File: src/rtl/inst_fetch_stage.sv
// ---------------------------------------------------------------------------
// inst_fetch_stage
//
// Instruction-fetch front end sitting directly upstream of the I-cache.
// Holds the program counter and keeps at most one fetch outstanding. The
// returned word is buffered and presented to decode, tagged with its PC.
// Execute may redirect the PC in any cycle. A response that belongs to a
// fetch made before the redirect is dropped and never reaches decode.
//
// Optional feature (macro FETCH_PERF_CNT_EN):
//   defined   -> fetch_cnt counts delivered instructions. stall_cnt counts
//                every cycle in which no instruction is delivered.
//   undefined -> both counters are tied to zero. The port list is the same.
//
// Ports:
//   clk                    system clock, rising edge
//   rst                    synchronous active-high reset
//   to_icache_req_valid    fetch request valid (only in REQ)
//   to_icache_req_addr     fetch address, word aligned
//   from_icache_req_ready  cache accepts the request
//   from_icache_rsp_valid  cache returns an instruction word
//   from_icache_rsp_data   instruction word
//   to_icache_rsp_ready    fetch stage accepts the word (only in WAIT_RSP)
//   to_dec_valid           buffered instruction valid to decode
//   to_dec_inst            buffered instruction
//   to_dec_pc              PC of to_dec_inst
//   from_dec_ready         decode accepts the instruction
//   redirect_valid         one-cycle redirect strobe
//   redirect_pc            redirect target (bits [1:0] ignored)
//   fetch_cnt              delivered-instruction counter
//   stall_cnt              stall-cycle counter
// ---------------------------------------------------------------------------
module inst_fetch_stage #(
    parameter logic [31:0] RESET_PC = 32'h0000_0000
) (
    input  logic        clk,
    input  logic        rst,
    output logic        to_icache_req_valid,
    output logic [31:0] to_icache_req_addr,
    input  logic        from_icache_req_ready,
    input  logic        from_icache_rsp_valid,
    input  logic [31:0] from_icache_rsp_data,
    output logic        to_icache_rsp_ready,
    output logic        to_dec_valid,
    output logic [31:0] to_dec_inst,
    output logic [31:0] to_dec_pc,
    input  logic        from_dec_ready,
    input  logic        redirect_valid,
    input  logic [31:0] redirect_pc,
    output logic [31:0] fetch_cnt,
    output logic [31:0] stall_cnt
);

    typedef enum logic [2:0] {
        S_REQ      = 3'b001,
        S_WAIT_RSP = 3'b010,
        S_HOLD     = 3'b100
    } state_t;

    state_t      state;
    logic [31:0] pc;
    logic [31:0] inst_buf;
    logic [31:0] buf_pc;
    // Set while the outstanding fetch was issued for a PC that has since
    // been redirected away from; its response must be dropped.
    logic        kill;
    logic [31:0] redirect_tgt;

    assign redirect_tgt = redirect_pc & 32'hFFFF_FFFC;

    always_ff @(posedge clk) begin
        if (rst) begin
            state    <= S_REQ;
            pc       <= RESET_PC;
            kill     <= 1'b0;
            inst_buf <= 32'h0;
            buf_pc   <= 32'h0;
        end else begin
            case (state)
                S_REQ: begin
                    if (redirect_valid) pc <= redirect_tgt;
                    if (from_icache_req_ready) begin
                        state <= S_WAIT_RSP;
                        // The request that went out this cycle carried the
                        // old PC, so a simultaneous redirect makes it stale.
                        kill  <= redirect_valid;
                    end
                end
                S_WAIT_RSP: begin
                    if (redirect_valid) pc <= redirect_tgt;
                    if (from_icache_rsp_valid) begin
                        kill <= 1'b0;
                        if (kill || redirect_valid) begin
                            state <= S_REQ;
                        end else begin
                            inst_buf <= from_icache_rsp_data;
                            buf_pc   <= pc;
                            state    <= S_HOLD;
                        end
                    end else if (redirect_valid) begin
                        kill <= 1'b1;
                    end
                end
                S_HOLD: begin
                    // A redirect wins over the sequential +4, even when decode
                    // takes the buffered instruction in the same cycle.
                    if (redirect_valid) begin
                        pc    <= redirect_tgt;
                        state <= S_REQ;
                    end else if (from_dec_ready) begin
                        pc    <= pc + 32'd4;
                        state <= S_REQ;
                    end
                end
                default: state <= S_REQ;
            endcase
        end
    end

    // Outputs decode only registered state, so they change on clock edges only.
    assign to_icache_req_valid = (state == S_REQ);
    assign to_icache_req_addr  = pc;
    assign to_icache_rsp_ready = (state == S_WAIT_RSP);
    assign to_dec_valid        = (state == S_HOLD);
    assign to_dec_inst         = (state == S_HOLD) ? inst_buf : 32'h0;
    assign to_dec_pc           = (state == S_HOLD) ? buf_pc : 32'h0;

`ifdef FETCH_PERF_CNT_EN
    logic [31:0] fetch_cnt_q;
    logic [31:0] stall_cnt_q;

    always_ff @(posedge clk) begin
        if (rst) begin
            fetch_cnt_q <= 32'h0;
            stall_cnt_q <= 32'h0;
        end else begin
            if (to_dec_valid && from_dec_ready) fetch_cnt_q <= fetch_cnt_q + 32'd1;
            else                                stall_cnt_q <= stall_cnt_q + 32'd1;
        end
    end

    assign fetch_cnt = fetch_cnt_q;
    assign stall_cnt = stall_cnt_q;
`else
    assign fetch_cnt = 32'h0;
    assign stall_cnt = 32'h0;
`endif

endmodule

File: config.mk
export PLATFORM = sky130hd
export DESIGN_NAME = inst_fetch_stage
export DESIGN_NICKNAME = d
export VERILOG_FILES = /design/src/rtl/inst_fetch_stage.sv
export SDC_FILE = /design/constraint.sdc
export NUM_CORES = 1
export LEC_CHECK = 0
export BUFFER_PORTS_ARGS = -buffer_cell sky130_fd_sc_hd__buf_2
export CORE_ASPECT_RATIO = 2
export CORE_MARGIN = 1.5
export CORE_UTILIZATION = 50
export CTS_BUF_LIST = sky130_fd_sc_hd__clkbuf_4
export CTS_CLUSTER_SIZE = 25
export DETAILED_ROUTE_END_ITERATION = 10
export PLACE_DENSITY = 0.94
export SKIP_LAST_GASP = 1
export SLEW_MARGIN = 20
export SYNTH_ARGS = -nofsm -noshare
export SYNTH_HDL_FRONTEND = slang
export SYNTH_SLANG_ARGS = --single-unit
File: constraint.sdc
create_clock -name clk -period 5.2 [get_ports clk]
set_input_delay 1.04 -clock clk [delete_from_list [all_inputs] [get_ports clk]]
set_output_delay 1.04 -clock clk [all_outputs]
set_load 0.1 [all_outputs]
==> run_results.csv, run 1 <==
group,metric,value,unit
yosys,syn_area_per_cell,7.55,um2
placed_design,finalWeightedCongestion,0.943,
global_route,grtUsageTotal,0.249,
worst_setup_path,crit_arrival,2.44,ns
worst_setup_path,cp_cell_sequence,"nand2b_1, nor2_4, buf_16, and2_1, buf_2",
global_route,grt_first_pass_wirelength,22600,um
clock_network,clkLatencyLatePin,0.47,ns
yosys,seq_area_frac_synth,0.361,
worst_setup_path,setup.worst_path.end_class,"primary output",
detailed_routing,drt_iter0_markers,302,
die,pin_count,233,
die,coreArea,10400,um2
sta,worst_pin_slew,0.930,ns
detailed_routing,routedWlPerCell,15.0,um
yosys,synth.cell_area,5330,um2
clock_network,cts_hold_buf,0,
placed_design,port_buffers,162,
sta,setup-tns-final,0,ns
cells_and_area,ff_latch_area,1920,um2
power_and_ir_drop,ir_worst_vdd,0.155,mV
power_and_ir_drop,power_density,285,nW/um2
cells_and_area,nNetsFinal,909,
sta,setup_viol,0,
detailed_routing,drt_pass1_iterations,5,
power_and_ir_drop,p_int,940,uW
run_status,status,"finished, final reports clean",
yosys,synth-async-reset-ratio,0,
clock_network,post_cts_buffers,0,
yosys,yosys_warnings,0,
yosys,synth_edf_count,0,
yosys,yosys-top-cells-count,"nand2_1, dfxtp_1, a21oi_1, buf_4, and2_1",
sta,rsz0062_at_grt,"no",
detailed_routing,drc_errors,0,
clock_network,cts_buffers,9,
die,die_w,76,um
yosys,synth_ff_type,"dfxtp_1",
run,cap_violations,0,
yosys,synth.area.top_cells,"dfxtp_1, nand2_1, buf_4",
global_route,antenna_found_initial,1,
power_and_ir_drop,swShare,0.454,
die,die_area,11300,um2
cells_and_area,synthToLayoutAreaGrowth,13.3,%
power_and_ir_drop,p_leak,2.70,nW
clock_network,cts_tree,"built",
clock_network,clkTransAtPathRegs,0.16,ns
sta,timing.final.crit_share,0.669,
die,fp.dieH,149,um
detailed_routing,vias,5374,
clock_network,root_buffer,"clkbuf_4",
global_route,grt_max_degree,88,
detailed_routing,finalWirelength,14700,um
detailed_routing,drtAntennaViolNets,0,
worst_setup_path,worstSetupStartpointType,"flop",
die,initial_core_util,0.512,
worst_setup_path,worst-path-max-fanout,34,
worst_setup_path,cp_top_family,"simple AND/OR/NAND/NOR gates",
sta,timing.final.ws_setup,1.72,ns
yosys,synth.most_common_cell,"nand2_1",
yosys,synth_cell_type_count,59,
global_route,gr-total-overflow,0,
sta,fin_crit,3.48,ns
yosys,synth-seq-cells,96,
worst_setup_path,path_class,"reg -> out",
clock_network,htreeDepth,3,
placed_design,dp_hpwl,10500,um
worst_setup_path,required,4.16,ns
power_and_ir_drop,pwr-share-clk,0.216,
worst_setup_path,slowest_stage,"nor2_4",
clock_network,cts_sinks,96,
clock_network,cts_resized,0,
global_route,grt_pass1_vias,4630,
sta,skew,0.0259,ns
worst_setup_path,critPathBufInv,2,
cells_and_area,drive_gt1_frac,0.241,
yosys,yosysTopAreaCellShare,0.361,
yosys,syn-instance-count,706,
sta,fmax,287,MHz
power_and_ir_drop,p_sw,782,uW
sta,hold_viol_final,0,
detailed_routing,viasPerCell,5.48,
clock_network,cts_buffer_depth,2,
yosys,yosysTopAreaCell,"dfxtp_1",
cells_and_area,fin_util,0.580,
power_and_ir_drop,p_comb_frac,0.311,
power_and_ir_drop,pwr-share-seq,0.473,
die,rows,53,
worst_setup_path,cp_slowest_stage_delay,0.49,ns
sta,slew_violations,0,
hold_path,hp-class,"reg -> reg",
placed_design,pre_cts_ws,2.02,ns
cells_and_area,fillers,1010,
sta,relSlewSlack,0.380,
cells_and_area,multi_input_area,2930,um2
-- final cells by class --
class,instances,share of cell area
Inverter,2,0.00124
Multi-Input combinational cell,560,0.485
Sequential cell,96,0.318
Clock inverter,6,0.00746
Antenna cell,1,0.000415
Clock buffer,10,0.0124
Tap cell,137,0.0284
Timing Repair Buffer,169,0.146
-- logic make-up after synthesis --
family,count (synthesis),share of synthesized area
AOI/OAI and AO/OA,163,0.177
other,1,0.000704
buffers and inverters,117,0.139
adders and majority gates,1,0.00235
and+or+nand+nor,320,0.305
muxes,8,0.0150
DFF,96,0.361
-- metal layers --
| layer | up-vias | GRT usage | routed length (um) |
|---|---|---|---|
| met1 | 2464 | 0.246 | 5020 |
| met4 | 0 | 0.187 | 885 |
| met5 | - | 0 | 0 |
| li1 | 2531 | - | - |
| met3 | 61 | 0.0385 | 939 |
| met2 | 318 | 0.463 | 7860 |
-- power groups by stage --
stage          Clock (mW)  Combinational (mW)  Sequential [mW]
4_1_cts             0.384               0.533            0.812
2_1_floorplan           0               0.358            0.959
3_5_place_dp            0               0.532            0.828
3_3_place_gp            0               0.528            0.827
6_report            0.373               0.535            0.814
5_1_grt             0.411               0.553            0.818
-- path summary, 6_finish.rpt --
kind | startpoint | endpoint | slack (ns) | cells past startpoint
min | buf_pc[18] | buf_pc[18] | 0.46 | 2
min reg2reg | buf_pc[18] | buf_pc[18] | 0.46 | 2
max | state[2] | to_dec_inst[26] | 1.72 | 5
max reg2reg | state[1] | to_icache_req_addr[20] | 2.54 | 4
-- worst register-to-register path: cells and delay by family, from the launching register on --
kind            cells  cell delay (ns)
compound gates      2             1.24
flops               1             0.56
simple gates        2             0.74
-- flip-flops by register name, summed over array words and instances, names as in the netlist --
name / flops
inst_buf: 32
to_icache_req_addr: 30
state: 3
buf_pc: 30
kill: 1
-- cells in the final DEF, fill, tap and decap left out, types with 3 or more instances in the layout --
master	netlist	layout
nand2b_1	3	3
o21ai_0	15	15
conb_1	1	68
a31oi_1	7	7
clkbuf_4	0	10
nand2_1	158	158
a32o_1	3	3
and2_1	65	65
o22ai_1	8	8
and4_1	3	3
buf_4	69	6
nand3_1	10	9
mux2i_1	8	8
buf_2	14	162
dfxtp_1	96	96
o21ai_1	10	10
nand4_1	10	10
a21oi_1	92	92
a311oi_1	3	3
nor4_1	4	4
nor2_1	29	28
and3_1	10	9
nor3_1	10	10
a211oi_1	6	6
-- metrics by stage --
step	area, um2	total power [mW]	instances	hold WS, ns
after detailed placement	5890	1.36	963	0.442
after floorplan	5580	1.32	773	0.432
after global routing	6040	1.78	981	0.475
final	6040	1.72	981	0.458
after global placement	5890	1.35	963	0.437
after CTS	6010	1.73	979	0.461
(Power assumes the default switching activity.)
==> inputs of run 2 (changes only) <==
Settings changed: ABC_AREA set to 1, CORE_UTILIZATION 50 to 45, PLACE_DENSITY 0.94 to 0.89.
Clock period 5.2 ns to 3.15 ns, I/O delays scaled along.
==> run 2 against run 1 <==
Die area up 15%. Sequential share of layout area decreased by 1.3 points. Critical path type unchanged. Via count is 6.0% higher.
==> run_results.csv, run 2 <==
group,metric,value,unit
run_status,status,"finished, final reports clean",
yosys,synth_ff_type,"dfxtp_1",
clock_network,cts_buffers,9,
worst_setup_path,r2r_cells,7,
yosys,yosys_warnings,0,
sta,setup_viol,0,
power_and_ir_drop,p_comb_frac,0.388,
detailed_routing,routedWlPerCell,13.1,um
clock_network,post_cts_buffers,0,
cells_and_area,layout_commonest_cell,"buf_2",
worst_setup_path,worstSetupStartpointType,"flop",
yosys,synth_edf_count,0,
sta,fmax,398,MHz
yosys,yosysTopAreaCell,"dfxtp_1",
sta,rsz0062_at_grt,"no",
clock_network,clkLatencyLatePin,0.47,ns
detailed_routing,drc_errors,0,
yosys,syn-instance-count,862,
cells_and_area,drive_gt1_frac,0.207,
hold_path,holdPathStages,3,
placed_design,dp_hpwl,11100,um
yosys,seq_area_frac_synth,0.346,
power_and_ir_drop,power_density,540,nW/um2
power_and_ir_drop,ir_worst_vdd,0.294,mV
cells_and_area,largest_reg_flops,32,
yosys,synth.most_common_cell,"nand2_1",
sta,setup-tns-final,0,ns
clock_network,cts_hold_buf,0,
yosys,synth_cell_type_count,35,
sta,skew,0.0274,ns
global_route,grt_max_degree,72,
die,initial_core_util,0.460,
sta,timing.final.crit_share,0.798,
yosys,yosys-top-cells-count,"nand2_1, inv_1, nor2_1, a21oi_1, dfxtp_1",
die,fp.dieH,160,um
global_route,grt_first_pass_wirelength,23900,um
die,pin_count,233,
yosys,yosysTopAreaCellShare,0.346,
sta,slew_violations,0,
power_and_ir_drop,swShare,0.504,
run,cap_violations,0,
detailed_routing,drtAntennaViolNets,0,
cells_and_area,nNetsFinal,1073,
placed_design,port_buffers,162,
cells_and_area,fin_util,0.522,
cells_and_area,synthToLayoutAreaGrowth,13.3,%
power_and_ir_drop,p_int,1.68,mW
sta,hold_viol_final,0,
yosys,synth-async-reset-ratio,0,
clock_network,htreeDepth,3,
power_and_ir_drop,p_sw,1.71,mW
clock_network,cts_buffer_depth,2,
cells_and_area,final_cell_mix,"buf_2, nand2_1, inv_1, nor2_1, a21oi_1",
detailed_routing,finalWirelength,15100,um
power_and_ir_drop,p_leak,2.78,nW
die,die_w,81.5,um
placed_design,pre_cts_ws,0.718,ns
global_route,grt_pass1_vias,5140,
yosys,syn_area_per_cell,6.44,um2
sta,timing.final.ws_setup,0.637,ns
sta,worst_hold_slack,0.418,ns
hold_path,hp-class,"in -> reg",
cells_and_area,largest-register,"inst_buf",
clock_network,cts_resized,0,
clock_network,cts_sinks,96,
clock_network,root_buffer,"clkbuf_4",
sta,worst_pin_slew,0.602,ns
power_and_ir_drop,pwr-share-clk,0.190,
worst_setup_path,path_class,"reg -> out",
sta,relSlewSlack,0.599,
worst_setup_path,worst-path-max-fanout,63,
worst_setup_path,required,2.52,ns
worst_setup_path,crit_arrival,1.88,ns
yosys,synth-seq-cells,96,
clock_network,clkTransAtPathRegs,0.17,ns
global_route,antenna_found_initial,2,
yosys,synth.cell_area,5550,um2
clock_network,cts_tree,"built",
detailed_routing,vias,5694,
die,die_area,13000,um2
detailed_routing,viasPerCell,4.93,
power_and_ir_drop,pwr-share-seq,0.422,
worst_setup_path,setup.worst_path.end_class,"primary output",
yosys,synth.area.top_cells,"dfxtp_1, nand2_1, buf_4",
placed_design,finalWeightedCongestion,0.952,
global_route,grtUsageTotal,0.234,
global_route,gr-total-overflow,0,
detailed_routing,drt_iter0_markers,247,
sta,fin_crit,2.51,ns
die,rows,57,
die,coreArea,12100,um2
detailed_routing,drt_pass1_iterations,5,
-- run 2: logic make-up after synthesis --
kind of cell | share of synthesized area
AND/OR/NAND/NOR | 0.252
buffers and inverters | 0.216
AO/OA/AOI/OAI | 0.181
flip-flops | 0.346
XOR/XNOR | 0.00158
adder cells (fa/ha/maj) | 0.00225
other | 0.000676
-- run 2: final timing paths --
path | startpoint | to | slack [ns]
worst max-delay path | state[0] | to_dec_pc[28] | 0.64
worst min register to register | buf_pc[5] | buf_pc[5] | 0.46
worst max register to register | state[2] | buf_pc[12] | 0.99
worst min-delay path | from_icache_rsp_data[7] | inst_buf[7] | 0.42
-- run 2: area by class of cell --
cell class	count	area (um2)
antenna	2	5.00
clock buffer	9	67.6
clock inverter	7	58.8
fill	1249	5760
inverter	124	468
multi-input combinational	601	2690
sequential	96	1920
tap	147	184
timing repair buffer	170	896
-- run 2: layer usage --
metal,global-route usage,part of all wire
met1,0.252,0.37
met2,0.414,0.52
met3,0.0303,0.065
met4,0.139,0.046
met5,0,0
-- run 2: power groups by stage --
stage | logic, mW | registers, mW | clock network, mW
after floorplan | 0.803 | 1.83 | 0
after global placement | 1.30 | 1.45 | 0
after detailed placement | 1.31 | 1.46 | 0
after CTS | 1.32 | 1.43 | 0.664
after global routing | 1.39 | 1.45 | 0.722
final | 1.32 | 1.43 | 0.646
-- run 2: critical path, stage by stage (launching register included) --
cell     delay (ns)
dfxtp_1        0.36
nor2_2         0.15
nand2_2        0.08
buf_12         0.19
nor2_1         0.17
buf_2          0.45
-- run 2: through the flow --
stage	total power, mW	instance area [um2]	cells
after global placement	2.75	6160	1138
after CTS	3.41	6280	1154
after floorplan	2.64	5800	929
after detailed placement	2.77	6160	1138
after global routing	3.56	6290	1156
final	3.39	6290	1156
==> inputs of run 3 (changes only) <==
Settings changed: ABC_AREA 1 to 0, PLACE_DENSITY 0.89 to 0.9.
Clock period 3.15 ns to 2.1 ns, I/O delays scaled along.
==> run 3 against run 2 <==
Critical path type unchanged. First-iteration DRC count up 49%. Core utilization increased by 14 points. Non-clock buffer count up 30. Sequential cell count stayed put. Worst setup slack worse by 0.76 ns. Global-route usage up 3.7 points. The run now ends with negative setup slack left. Design area rose by 23%. Final cell count is 12% lower.
==> run_results.csv, run 3 (synthesized netlist as in run 1, its figures left out) <==
group,metric,value,unit
run_status,status,"complete, but fails checks",
run_status,failed_checks,"negative setup slack",
sta,hold_viol_final,0,
placed_design,finalWeightedCongestion,0.922,
hold_path,holdPathStages,3,
global_route,grt_max_degree,88,
die,fp.dieH,157,um
clock_network,cts_tree,"built",
worst_setup_path,worst-path-max-fanout,6,
placed_design,placed_area,7240,um2
power_and_ir_drop,power_density,573,nW/um2
worst_setup_path,path_class,"reg -> out",
detailed_routing,routedWlPerCell,16.9,um
cells_and_area,drive_gt1_frac,0.376,
worst_setup_path,worstSetupStartpointType,"flop",
cells_and_area,largest-register,"inst_buf",
worst_setup_path,cp_cell_sequence,"nand2b_4, nor2_4, buf_6, buf_6, clkbuf_16, and2_4, buf_12",
sta,slew_violations,0,
detailed_routing,drc_errors,0,
worst_setup_path,slowest_stage,"dfxtp_4",
clock_network,cts_sinks,96,
power_and_ir_drop,ir_worst_vdd,0.368,mV
placed_design,dp_hpwl,11700,um
clock_network,clkTransAtPathRegs,0.15,ns
die,initial_core_util,0.458,
cells_and_area,ff_latch_area,1960,um2
worst_setup_path,r2r_cells,6,
cells_and_area,layout_commonest_cell,"nand2_1",
detailed_routing,finalWirelength,17200,um
sta,fmax,450,MHz
power_and_ir_drop,p_sw,1.92,mW
detailed_routing,drt_pass1_iterations,5,
power_and_ir_drop,swShare,0.434,
worst_setup_path,rr_startpoint,"to_icache_req_addr[17]",
sta,rsz0062_at_grt,"yes",
detailed_routing,vias,5628,
sta,worst_pin_slew,0.601,ns
hold_path,worstHoldEndpoint,"inst_buf[23]",
worst_setup_path,worst-r2r-setup-slack,0.07,ns
die,coreArea,11600,um2
sta,skew,0.0191,ns
worst_setup_path,cp.depth,7,
sta,timing.final.crit_share,1.06,
global_route,gr-total-overflow,0,
die,pin_count,233,
clock_network,cts_buffers,9,
power_and_ir_drop,pwr-share-seq,0.454,
worst_setup_path,setup.worst_path.end_class,"primary output",
clock_network,root_buffer,"clkbuf_4",
cells_and_area,synthToLayoutAreaGrowth,45.2,%
worst_setup_path,cp_top_family,"buffers and inverters",
power_and_ir_drop,pwr-share-clk,0.228,
global_route,grt_pass1_vias,5271,
placed_design,placed_cells,985,
cells_and_area,final_area,7740,um2
worst_setup_path,crit_arrival,1.80,ns
global_route,grtUsageTotal,0.271,
worst_setup_path,critPathBufInv,4,
power_and_ir_drop,p_comb_frac,0.318,
detailed_routing,drtAntennaViolNets,0,
cells_and_area,multi_input_area,3120,um2
cells_and_area,largest_reg_flops,32,
clock_network,clkLatencyLatePin,0.46,ns
worst_setup_path,cp_common_cell,"buf_6",
die,die_area,12500,um2
sta,fin_crit,2.22,ns
placed_design,port_buffers,162,
global_route,antenna_found_initial,1,
hold_path,hp-class,"in -> reg",
die,rows,56,
worst_setup_path,cp_slowest_stage_delay,0.37,ns
cells_and_area,nNetsFinal,940,
sta,setup_viol,63,
run,cap_violations,0,
sta,worst_hold_slack,0.180,ns
sta,relSlewSlack,0.596,
sta,timing.final.ws_setup,-0.120,ns
power_and_ir_drop,p_int,2.51,mW
worst_setup_path,required,1.68,ns
detailed_routing,viasPerCell,5.52,
cells_and_area,fillers,916,
die,die_w,79.9,um
worst_setup_path,r2r-end,"to_icache_req_addr[24]",
cells_and_area,final_cell_mix,"nand2_1, buf_2, a21oi_1",
clock_network,cts_buffer_depth,2,
cells_and_area,final_cells,1020,
clock_network,htreeDepth,3,
hold_path,holdCritStartpoint,"from_icache_rsp_data[23]",
power_and_ir_drop,p_leak,3.21,nW
global_route,grt_first_pass_wirelength,26200,um
cells_and_area,fin_util,0.665,
detailed_routing,drt_iter0_markers,368,
## run 3: changes by cell type in the layout (fill, tap and decap cells not counted), moves of 49 or more
cell / change
inv_1: -118
nor2_1: -93
buf_12: +72
o21ai_0: -71
buf_2: -65
and2_4: +49
## run 3: layer usage
layer  part of all wire  track usage
met3              0.061       0.0383
met5                  0            0
met1               0.33        0.273
met4              0.054        0.171
met2               0.56        0.503
## run 3: tightest hold or removal path, delay by kind of cell
family	cells	cell delay, ns
AO/OA/AOI/OAI	1	0.05
AND/OR/NAND/NOR	1	0.05
buffers and inverters	1	0.10
## run 3: final cells by class
| type | instances | share of cell area |
|---|---|---|
| multi-input cells | 560 | 0.403 |
| repair buffers | 200 | 0.300 |
| flip-flops and latches | 96 | 0.253 |
| well taps | 145 | 0.0234 |
| clock buffers | 11 | 0.0107 |
| clock inverters | 5 | 0.00744 |
| inverters | 2 | 0.000970 |
| diodes | 1 | 0.000323 |
## run 3: repair_timing
item                                    4_1_cts  5_1_grt
pin swaps                                    16       24
endpoints found under the setup margin       64       65
hold buffers                                  0        0
gates cloned                                  5        1
buffers inserted                              9        3
resized for setup                            49        9
## run 3: worst max-delay path by stage
stage,end,slack (ns),start
after floorplan,to_icache_req_addr[26],-0.19,state[1]
after global placement,to_icache_req_addr[28],0.22,redirect_valid
after detailed placement,to_icache_req_addr[20],0.13,to_icache_req_addr[2]
after CTS,to_dec_inst[20],-0.18,state[0]
after global routing,to_dec_inst[13],-0.20,state[0]
final,to_dec_inst[25],-0.12,state[0]
## run 3: through the flow
stage	setup TNS [ns]	power (mW)	setup WS [ns]
3_3_place_gp	0	3.41	0.220
2_1_floorplan	-11.40	3.30	-0.189
3_5_place_dp	0	3.43	0.127
4_1_cts	-7.44	4.44	-0.180
6_report	-4.86	4.43	-0.120
5_1_grt	-10.42	4.61	-0.204
## run 3: power groups by stage
stage / sequential [mW] / combinational [mW] / clock, mW
CTS: 2.01 / 1.40 / 1.04
global route: 2.02 / 1.46 / 1.13
detailed placement: 2.05 / 1.38 / 0
finish: 2.01 / 1.41 / 1.01
floorplan: 2.39 / 0.915 / 0
global placement: 2.05 / 1.37 / 0
